[src/rtl/fetch_unit.sv]
// Instruction-fetch stage: owns the PC, issues one outstanding request at a
// time to instruction memory and fills the IF/ID pipeline register.
// A branch redirect flushes IF/ID. A hazard stall holds the PC and IF/ID.
module fetch_unit #(
  parameter int unsigned         PC_W     = 9,
  parameter logic [PC_W-1:0]     RESET_PC = '0,
  parameter logic [31:0]         NOP      = 32'h00000013
) (
  input  logic            clk,
  input  logic            reset,
  input  logic            stall_i,
  input  logic            pc_sel_i,
  input  logic [31:0]     br_pc_i,
  output logic            imem_req_o,
  output logic [PC_W-1:0] imem_addr_o,
  input  logic [31:0]     imem_rdata_i,
  input  logic            imem_rvalid_i,
  output logic [PC_W-1:0] ifid_pc_o,
  output logic [31:0]     ifid_instr_o,
  output logic            ifid_valid_o
);

  typedef enum logic [1:0] {
    S_FETCH = 2'd0,
    S_WAIT  = 2'd1,
    S_HOLD  = 2'd2
  } state_t;

  state_t          state;
  logic [PC_W-1:0] pc;
  logic            kill;
  logic [31:0]     hold_word;

  logic [PC_W-1:0] redirect_pc;
  logic [PC_W-1:0] pc_next_seq;
  logic            load_en;
  logic [31:0]     load_word;
  logic            unused_br_bits;

  // Redirect target is forced word aligned; sequential PC wraps at 2^PC_W.
  assign redirect_pc    = {br_pc_i[PC_W-1:2], 2'b00};
  assign pc_next_seq    = pc + PC_W'(4);
  assign unused_br_bits = ^{br_pc_i[31:PC_W], br_pc_i[1:0]};

  // Request strobe is driven straight from the state; held low during reset.
  assign imem_req_o  = (state == S_FETCH) && !reset;
  assign imem_addr_o = pc;

  // Decide whether a real instruction enters IF/ID this cycle, and which word.
  always_comb begin
    load_en   = 1'b0;
    load_word = hold_word;
    case (state)
      S_WAIT: begin
        if (imem_rvalid_i && !kill && !pc_sel_i && !stall_i) begin
          load_en   = 1'b1;
          load_word = imem_rdata_i;
        end
      end
      S_HOLD: begin
        if (!pc_sel_i && !stall_i) begin
          load_en = 1'b1;
        end
      end
      default: begin
        load_en = 1'b0;
      end
    endcase
  end

  // Fetch FSM, PC, kill flag and stall buffer.
  always_ff @(posedge clk or posedge reset) begin
    if (reset) begin
      state     <= S_FETCH;
      pc        <= RESET_PC;
      kill      <= 1'b0;
      hold_word <= NOP;
    end else begin
      case (state)
        S_FETCH: begin
          state <= S_WAIT;
          if (pc_sel_i) begin
            pc   <= redirect_pc;
            kill <= 1'b1;
          end
        end
        S_WAIT: begin
          if (imem_rvalid_i) begin
            if (kill || pc_sel_i) begin
              kill  <= 1'b0;
              state <= S_FETCH;
              if (pc_sel_i) begin
                pc <= redirect_pc;
              end
            end else if (stall_i) begin
              hold_word <= imem_rdata_i;
              state     <= S_HOLD;
            end else begin
              pc    <= pc_next_seq;
              state <= S_FETCH;
            end
          end else if (pc_sel_i) begin
            pc   <= redirect_pc;
            kill <= 1'b1;
          end
        end
        S_HOLD: begin
          if (pc_sel_i) begin
            pc    <= redirect_pc;
            state <= S_FETCH;
          end else if (!stall_i) begin
            pc    <= pc_next_seq;
            state <= S_FETCH;
          end
        end
        default: begin
          state <= S_FETCH;
        end
      endcase
    end
  end

  // IF/ID register: flush beats stall beats load beats bubble.
  always_ff @(posedge clk or posedge reset) begin
    if (reset) begin
      ifid_pc_o    <= '0;
      ifid_instr_o <= NOP;
      ifid_valid_o <= 1'b0;
    end else if (pc_sel_i) begin
      ifid_instr_o <= NOP;
      ifid_valid_o <= 1'b0;
    end else if (stall_i) begin
      ifid_valid_o <= ifid_valid_o;
    end else if (load_en) begin
      ifid_pc_o    <= pc;
      ifid_instr_o <= load_word;
      ifid_valid_o <= 1'b1;
    end else begin
      ifid_instr_o <= NOP;
      ifid_valid_o <= 1'b0;
    end
  end

endmodule
[config.mk]
export PLATFORM = sky130hd
export DESIGN_NAME = fetch_unit
export DESIGN_NICKNAME = d
export VERILOG_FILES = /design/src/rtl/fetch_unit.sv
export SDC_FILE = /design/constraint.sdc
export NUM_CORES = 1
export LEC_CHECK = 0
export BUFFER_PORTS_ARGS = -buffer_cell sky130_fd_sc_hd__buf_2
export CORE_UTILIZATION = 51
export CTS_CLUSTER_SIZE = 8
export DETAILED_ROUTE_END_ITERATION = 8
export PLACE_DENSITY = 0.85
export SYNTH_ARGS = -nofsm -noshare
export SYNTH_HDL_FRONTEND = slang
export SYNTH_SLANG_ARGS = --single-unit
[constraint.sdc]
create_clock -name clk -period 3.5 [get_ports clk]
set_clock_uncertainty 0.1 [all_clocks]
set_input_delay 0.35 -clock clk [delete_from_list [all_inputs] [get_ports clk]]
set_output_delay 0.35 -clock clk [all_outputs]
set_load 0.1 [all_outputs]
== After elaboration in Yosys (flattened, before gate mapping) ==
Cells that the tools add are included.

* Flip-flop bits (word level): 86

* Add/subtract/negate cells: 1
* Equality and inequality tests: 6
* Multiplexer cells: 27
* Bitwise gates (word level): 3
* Reductions and logical operators: 17

{| class="wikitable"
|+ Operators with widths
! operator !! number
|-
| 32-bit two-way mux || 5
|-
| 9-bit two-way mux || 5
|-
| 9-bit case mux with 3 select lines || 1
|-
| 2-bit two-way mux || 5
|-
| 9-bit by 3-bit adder with 9-bit output, second input constant || 1
|-
| 1-bit two-way mux || 8
|-
| 3-bit inequality test, second input constant || 2
|-
| 2-bit case mux with 3 select lines || 1
|-
| 1-bit logical AND || 5
|-
| 1-bit logical NOT || 4
|-
| 1-bit case mux with 2 select lines || 2
|-
| 2-bit AND reduction || 2
|-
| 4-bit AND reduction || 1
|-
| 1-bit inverter || 3
|-
| 3-bit AND reduction || 1
|-
| 3-bit nonzero test || 1
|-
| 2-bit by 1-bit equality test with 1-bit output, second input constant || 1
|-
| 2-bit equality test, second input constant || 1
|-
| 2-bit logical NOT || 1
|-
| 2-bit by 1-bit inequality test with 1-bit output, second input constant || 1
|-
| 2-bit inequality test, second input constant || 1
|-
| 2-bit nonzero test || 1
|-
| 1-bit logical OR || 1
|}

== Logic depth before layout (Yosys ltp) ==
Gate-level depths: netlist of run 1.

* Depth after elaboration: 9
* Depth in mapped cells: 9
* Depth with buffers taken out: 6

== Least setup slack after synthesis of run 1 ==
No wires, ideal clock.

* Path type: register -> output
* Start: register state[0]
* End: output port imem_req_o
* Data arrival time: 1985 ps
* Data required time: 3050 ps
* Path slack: 1065 ps
* Cell stages (with the launch flop): 4
* Path buffers: 0
* Path through: dfrtp_1 inv_1 ha_1 nor2b_1

* Cells in the longest elaborated chain, start to end: 2

{| class="wikitable"
|+ RTL lines
! element !! RTL line !! source
|-
| start: declaration || 29 || <nowiki>state_t state;</nowiki>
|-
| start signal: assignment || 74 || <nowiki>state <= S_FETCH;</nowiki>
|-
| start signal: assignment || 81 || <nowiki>state <= S_WAIT;</nowiki>
|-
| start signal: assignment || 91 || <nowiki>state <= S_FETCH;</nowiki>
|-
| 2-bit logical NOT || 46 || <nowiki>assign imem_req_o = (state == S_FETCH) && !reset;</nowiki>
|-
| 1-bit logical AND || 46 ||
|-
| end: declaration || 14 || <nowiki>output logic imem_req_o,</nowiki>
|}

Every way passes these cells.

== Final worst setup path of run 1 ==
* Start: register state[1]
* End: register ifid_instr_o[1]

* Cells in the longest elaborated chain, start to end: 5
* Elaborated cells on any way between the ends: 7
* Those cells by class: eq/ne: 2; mux: 5

{| class="wikitable"
|+ RTL lines
! element !! RTL line !! source
|-
| 2-bit equality test / 2-bit by 1-bit equality test with 1-bit output (equally long branches) || 53 || <nowiki>case (state)</nowiki>
|-
| 1-bit case mux with 2 select lines / 32-bit two-way mux (equally long branches) || 53 ||
|-
| 32-bit two-way mux * || 134 || <nowiki>end else if (load_en) begin</nowiki>
|-
| 32-bit two-way mux * || 132 || <nowiki>end else if (stall_i) begin</nowiki>
|-
| 32-bit two-way mux * || 129 || <nowiki>end else if (pc_sel_i) begin</nowiki>
|-
| end signal: assignment || 136 || <nowiki>ifid_instr_o <= load_word;</nowiki>
|-
| end: declaration || 19 || <nowiki>output logic [31:0] ifid_instr_o,</nowiki>
|}

Every way passes the cells marked *; elsewhere a longest branch is shown, timed or not. The select of a mux whose other input is x is not followed.
A chain may end at the register's enable or synchronous reset.

==> results of run 1 <==
-- Yosys cell counts, types with 5 or more instances --
library cell,number
a22oi_1,7
buf_2,8
clkbuf_1,7
dfrtp_1,80
dfstp_2,6
ha_1,5
inv_1,7
mux2_2,43
mux2i_1,30
nand2_1,40
nor2_1,5
o21ai_0,26
o21ai_1,10
-- metrics by stage --
| stage | hold WS, ps | instances | utilization, % |
|---|---|---|---|
| floorplan | 361 | 319 | - |
| finish | 128 | 518 | 64.1 |
| CTS | 113 | 518 | 64.1 |
| detailed placement | 277 | 502 | 61.1 |
| global route | 109 | 518 | 64.1 |
| global placement | 265 | 502 | 61.1 |
-- cell families (layout without fill, tap and decap cells) --
| group | Yosys count | count (layout) |
|---|---|---|
| and+or+nand+nor | 65 | 65 |
| xor gates and xnor gates | 2 | 2 |
| DFF | 86 | 86 |
| muxes | 75 | 75 |
| AOI/OAI and AO/OA | 62 | 62 |
| buffers and inverters | 24 | 124 |
| adders and majority gates | 5 | 5 |
-- cell type report --
cell class | count | share of cell area [%]
flip-flops and latches | 86 | 46.2
well taps | 99 | 2.65
inverters | 7 | 0.589
repair buffers | 102 | 11.4
clock buffers | 11 | 3.24
multi-input cells | 209 | 34.8
clock inverters | 4 | 1.18
-- path summary, 6_finish.rpt --
| check | to | from | slack (ps) | cells past startpoint |
|---|---|---|---|---|
| setup reg to reg | ifid_instr_o[1] | state[1] | 820 | 6 |
| min in group asynchronous | kill | reset | 430 | 3 |
| max in group asynchronous | hold_word[4] | reset | 2090 | 4 |
| setup / recovery | ifid_instr_o[1] | state[1] | 820 | 6 |
| hold / removal | imem_addr_o[5] | br_pc_i[5] | 130 | 3 |
| hold reg to reg | ifid_instr_o[10] | ifid_instr_o[10] | 380 | 2 |
-- per-layer routing --
layer	vias up	GRT usage [%]	share of wire, %
met4	0	8.80	1.6
met5	-	0	0
li1	1318	-	-
met1	1379	26.2	43
met2	84	38.1	49
met3	12	6.19	6.2
-- flip-flops by register name, indices dropped and copies added (netlist names) --
signal and cells:
imem_addr_o 9, state 2, ifid_pc_o 9, ifid_valid_o 1
hold_word 32, ifid_instr_o 32, kill 1
-- worst max-delay path, cell delays in order, from the launching register on --
cell and delay, ps:
dfrtp_1 440, inv_1 100, ha_1 340, nand3b_4 170
or3_2 860, mux2_2 430, o22a_1 160
-- timing repair --
item	CTS	global route
hold buffers	1	0
endpoints found under the hold margin	23	0
buffers inserted	0	0
-- power by group --
part           switching, mW  internal (mW)
sequential             0.178           1.27
combinational          0.919          0.449
clock                  0.352          0.369
==> impl_metrics.toml, run 1 <==
[outcome]
status = "finished clean"

[global_routing]
grt_pass1_vias = 2839
grt_antenna_before_repair = 0
grt_pass1_wl_um = 13100
grt_remaining_overflow = 0
grt_max_degree = 34
grtUsageTotal_pct = 22.1

[logic_synthesis]
seq_area_frac_synth_pct = 55.6
synth_mux_area_share_pct = 20.8
postSynthNetCount = 393
async_flop_share_pct = 100
synth.avg_cell_area_um2 = 12.2
yosysUniqueCellTypes = 40
yosys.area_share.simple_pct = 8.69
synthAdderAreaFrac_pct = 1.61
synth_seq_cells = 86
synth_xor_area_share_pct = 0.451
synth_area_leaders = "dfrtp_1, mux2_2, mux2i_1"
synth_compound_area_share_pct = 9.98
yosysWarnings = 0
synthFlopType = "dfrtp_1"
synth_edf_count = 0
synth_top_cell_by_area = "dfrtp_1"
synth_top_area_share_pct = 51.5
syn-cell-area_um2 = 3890
synth_top_family_by_area = "multiplexers"
syn_inst = 319

[sta]
max_slew_margin_pct = 36.1
min_period_over_period_pct = 76.6
setup_viol = 0
tightestPinTransition_ps = 958
fmax_ghz = 0.373
rsz0062_at_grt = "no"
hold_violations = 0
setup_ws_ps = 820
fin_setup_tns_ps = 0
drv_slew = 0
period_needed_ps = 2680

[floorplan]
die_w_um = 89.3
coreArea_um2 = 7290
die_h_um = 89.3
num_rows = 31
dieArea_um2 = 7980
initial_core_util_pct = 53.3
ios = 121

[route]
route.antenna.remaining_nets = 0
wl_um = 8200
drt-initial-drc-count = 94
viasPerCell = 5.39
vias = 2793
wl_per_cell_um = 15.8
drtPass1Iterations = 4
route.detailed.drc = 0

[clock_tree]
clockRootBuffer = "clkbuf_8"
worstSkewPairLatency_ps = 350
cts_sinks = 86
tritoncts = "yes"
clockBufferDepth = 2
clk_pin_slew_ps = 80
ctsResizeCount = 0
cts_buffers = 9
htreeDepth = 3

[power_and_ir_drop]
power_mw = 3.54
ir_worst_vdd_mv = 0.589
p_leak_nw = 2.47
pwr_density_cell_nw_per_um2 = 758

[cells_and_area]
final_area_um2 = 4670
antenna_cells = 0
fillers = 603
multi_input_area_um2 = 1620
drive_gt1_share_pct = 42.0
mostFrequentLayoutCells = "buf_2, dfrtp_1, mux2_2"
fin_nets = 489
regArea_um2 = 2160
syn_to_final_growth_pct = 20.2
layout_commonest_cell = "buf_2"

[worst_setup_path]
cp_max_fo = 32
worstSetupEndpointType = "flop"
cp-start-kind = "flop"
path_class = "reg -> reg"
required_ps = 3680
cp.arrival_ps = 2860

[place]
io_buffer_count = 95
post-dp-hpwl_um = 5680
pre_cts_slack_ps = 854
gp_congestion = 0.834
placed_area_um2 = 4460

[hold_path]
hold_path.class = "in -> reg"

[run]
drv_cap = 0
Power figures use the tool's default switching activity.
==> run 2: changes to the inputs <==
==> constraint.sdc (replaced) <==
create_clock -name clk -period 2.5 [get_ports clk]
set_clock_uncertainty 0.1 [all_clocks]
set_input_delay 0.25 -clock clk [delete_from_list [all_inputs] [get_ports clk]]
set_output_delay 0.25 -clock clk [all_outputs]
set_load 0.1 [all_outputs]
==> run 2 against run 1 <==
Against the previous run:
- global-route usage about the same
- highest routed layer unchanged
- flip-flop and latch count unchanged
- first-iteration DRC count decreased by 5.3%
- largest power group unchanged
- final cell count increased by 1.2%
- sequential power increased by 40%
- die area unchanged
- power increased by 41%
- hold slack got worse by 98 ps
- utilization increased by 0.74 points
==> impl_metrics.toml, run 2 (synthesis results as in run 1) <==
[cells_and_area]
mostFrequentLayoutCells = "buf_2, dfrtp_1, mux2_2"
utilization_pct = 64.8
antenna_cells = 0
fin_nets = 494
fin_cells = 524
layout_commonest_cell = "buf_2"
drive_gt1_share_pct = 42.8
reg_top3 = "hold_word (32), ifid_instr_o (32)"
final_area_um2 = 4730
syn_to_final_growth_pct = 21.6

[power_and_ir_drop]
p_leak_nw = 2.50
ir_worst_vdd_mv = 1.12
power_mw = 4.98
pwr_density_cell_nw_per_um2 = 1050

[floorplan]
dieArea_um2 = 7980
initial_core_util_pct = 53.3
die_w_um = 89.3
ios = 121
num_rows = 31
die_h_um = 89.3
coreArea_um2 = 7290

[sta]
max_slew_margin_pct = 56.6
period_needed_ps = 2210
tightestPinTransition_ps = 649
min_period_over_period_pct = 88.3
setup_viol = 0
rsz0062_at_grt = "no"
hold_violations = 0
drv_slew = 0
fmax_ghz = 0.453
setup_ws_ps = 294
fin_setup_tns_ps = 0
fin_hold_ws_ps = 30.1

[global_routing]
grtUsageTotal_pct = 22.1
grt_remaining_overflow = 0
grt_max_degree = 31
grt_antenna_before_repair = 0
grt_pass1_wl_um = 13200
grt_pass1_vias = 2813

[worst_setup_path]
cp_max_fo = 17
cp-start-kind = "flop"
r2r_end = "ifid_instr_o[26]"
r2r-start = "state[1]"
cp.arrival_ps = 2330
worst_r2r_path_depth = 7
reg2reg_slack_ps = 290
worstSetupEndpointType = "flop"
required_ps = 2620
path_class = "reg -> reg"

[clock_tree]
htreeDepth = 3
post-cts-setup-buffers = 0
cts_sinks = 86
cts_buffers = 9
worstSkewPairLatency_ps = 350
tritoncts = "yes"
clockBufferDepth = 2
clockRootBuffer = "clkbuf_8"
clk_pin_slew_ps = 80

[place]
pre_cts_slack_ps = 309
io_buffer_count = 95
post-dp-hpwl_um = 5820
gp_congestion = 0.808
placed_area_um2 = 4510
dp_cells = 507

[hold_path]
holdCritStartpoint = "br_pc_i[3]"
holdPathStages = 3
hold_path.class = "in -> reg"
min_to = "imem_addr_o[3]"

[route]
drt-initial-drc-count = 89
route.detailed.drc = 0
vias = 2869
wl_per_cell_um = 15.8
viasPerCell = 5.48
route.antenna.remaining_nets = 0
drtPass1Iterations = 4
wl_um = 8290

[run]
drv_cap = 0

[outcome]
status = "finished clean"
run 2: worst max path at each step:
stage,depth (start not counted),end,start
after floorplan,3,imem_req_o,state[0]
after global placement,7,ifid_instr_o[14],state[1]
after detailed placement,7,ifid_instr_o[26],state[1]
after CTS,7,ifid_instr_o[26],state[1]
after global routing,7,ifid_instr_o[21],state[0]
final,7,ifid_instr_o[26],state[1]
run 2: critical path: stages (launching register included):
cell and delay [ps]:
dfrtp_1 430, inv_1 100, ha_1 210, nand3b_4 140
or3_2 520, buf_4 280, mux2i_1 210, o21ai_0 90
run 2: repair_timing:
action                                 CTS  global route
hold buffers                             1             0
resized for setup                        0             0
endpoints found under the hold margin   27             0
run 2: layout make-up:
cell class	count	area, µm²
Clock buffer	11	151
Fill cell	601	2570
Multi-Input combinational cell	209	1620
Clock inverter	5	56.3
Tap cell	99	124
Timing Repair Buffer	107	581
Sequential cell	86	2160
Inverter	7	30.0
run 2: routing by layer:
metal / global-route usage [%] / part of all wire, % / vias up / routed length (µm)
met5: 0 / 0 / - / 0
met4: 7.36 / 1.2 / 0 / 102
met3: 5.63 / 5.5 / 10 / 455
met2: 36.9 / 48 / 91 / 4000
met1: 28.1 / 45 / 1437 / 3730
li1: - / - / 1331 / -
run 2: report_power, final:
group	internal, mW	total (mW)	switching (mW)
combinational	0.646	1.94	1.29
sequential	1.78	2.03	0.247
clock	0.517	1.01	0.495
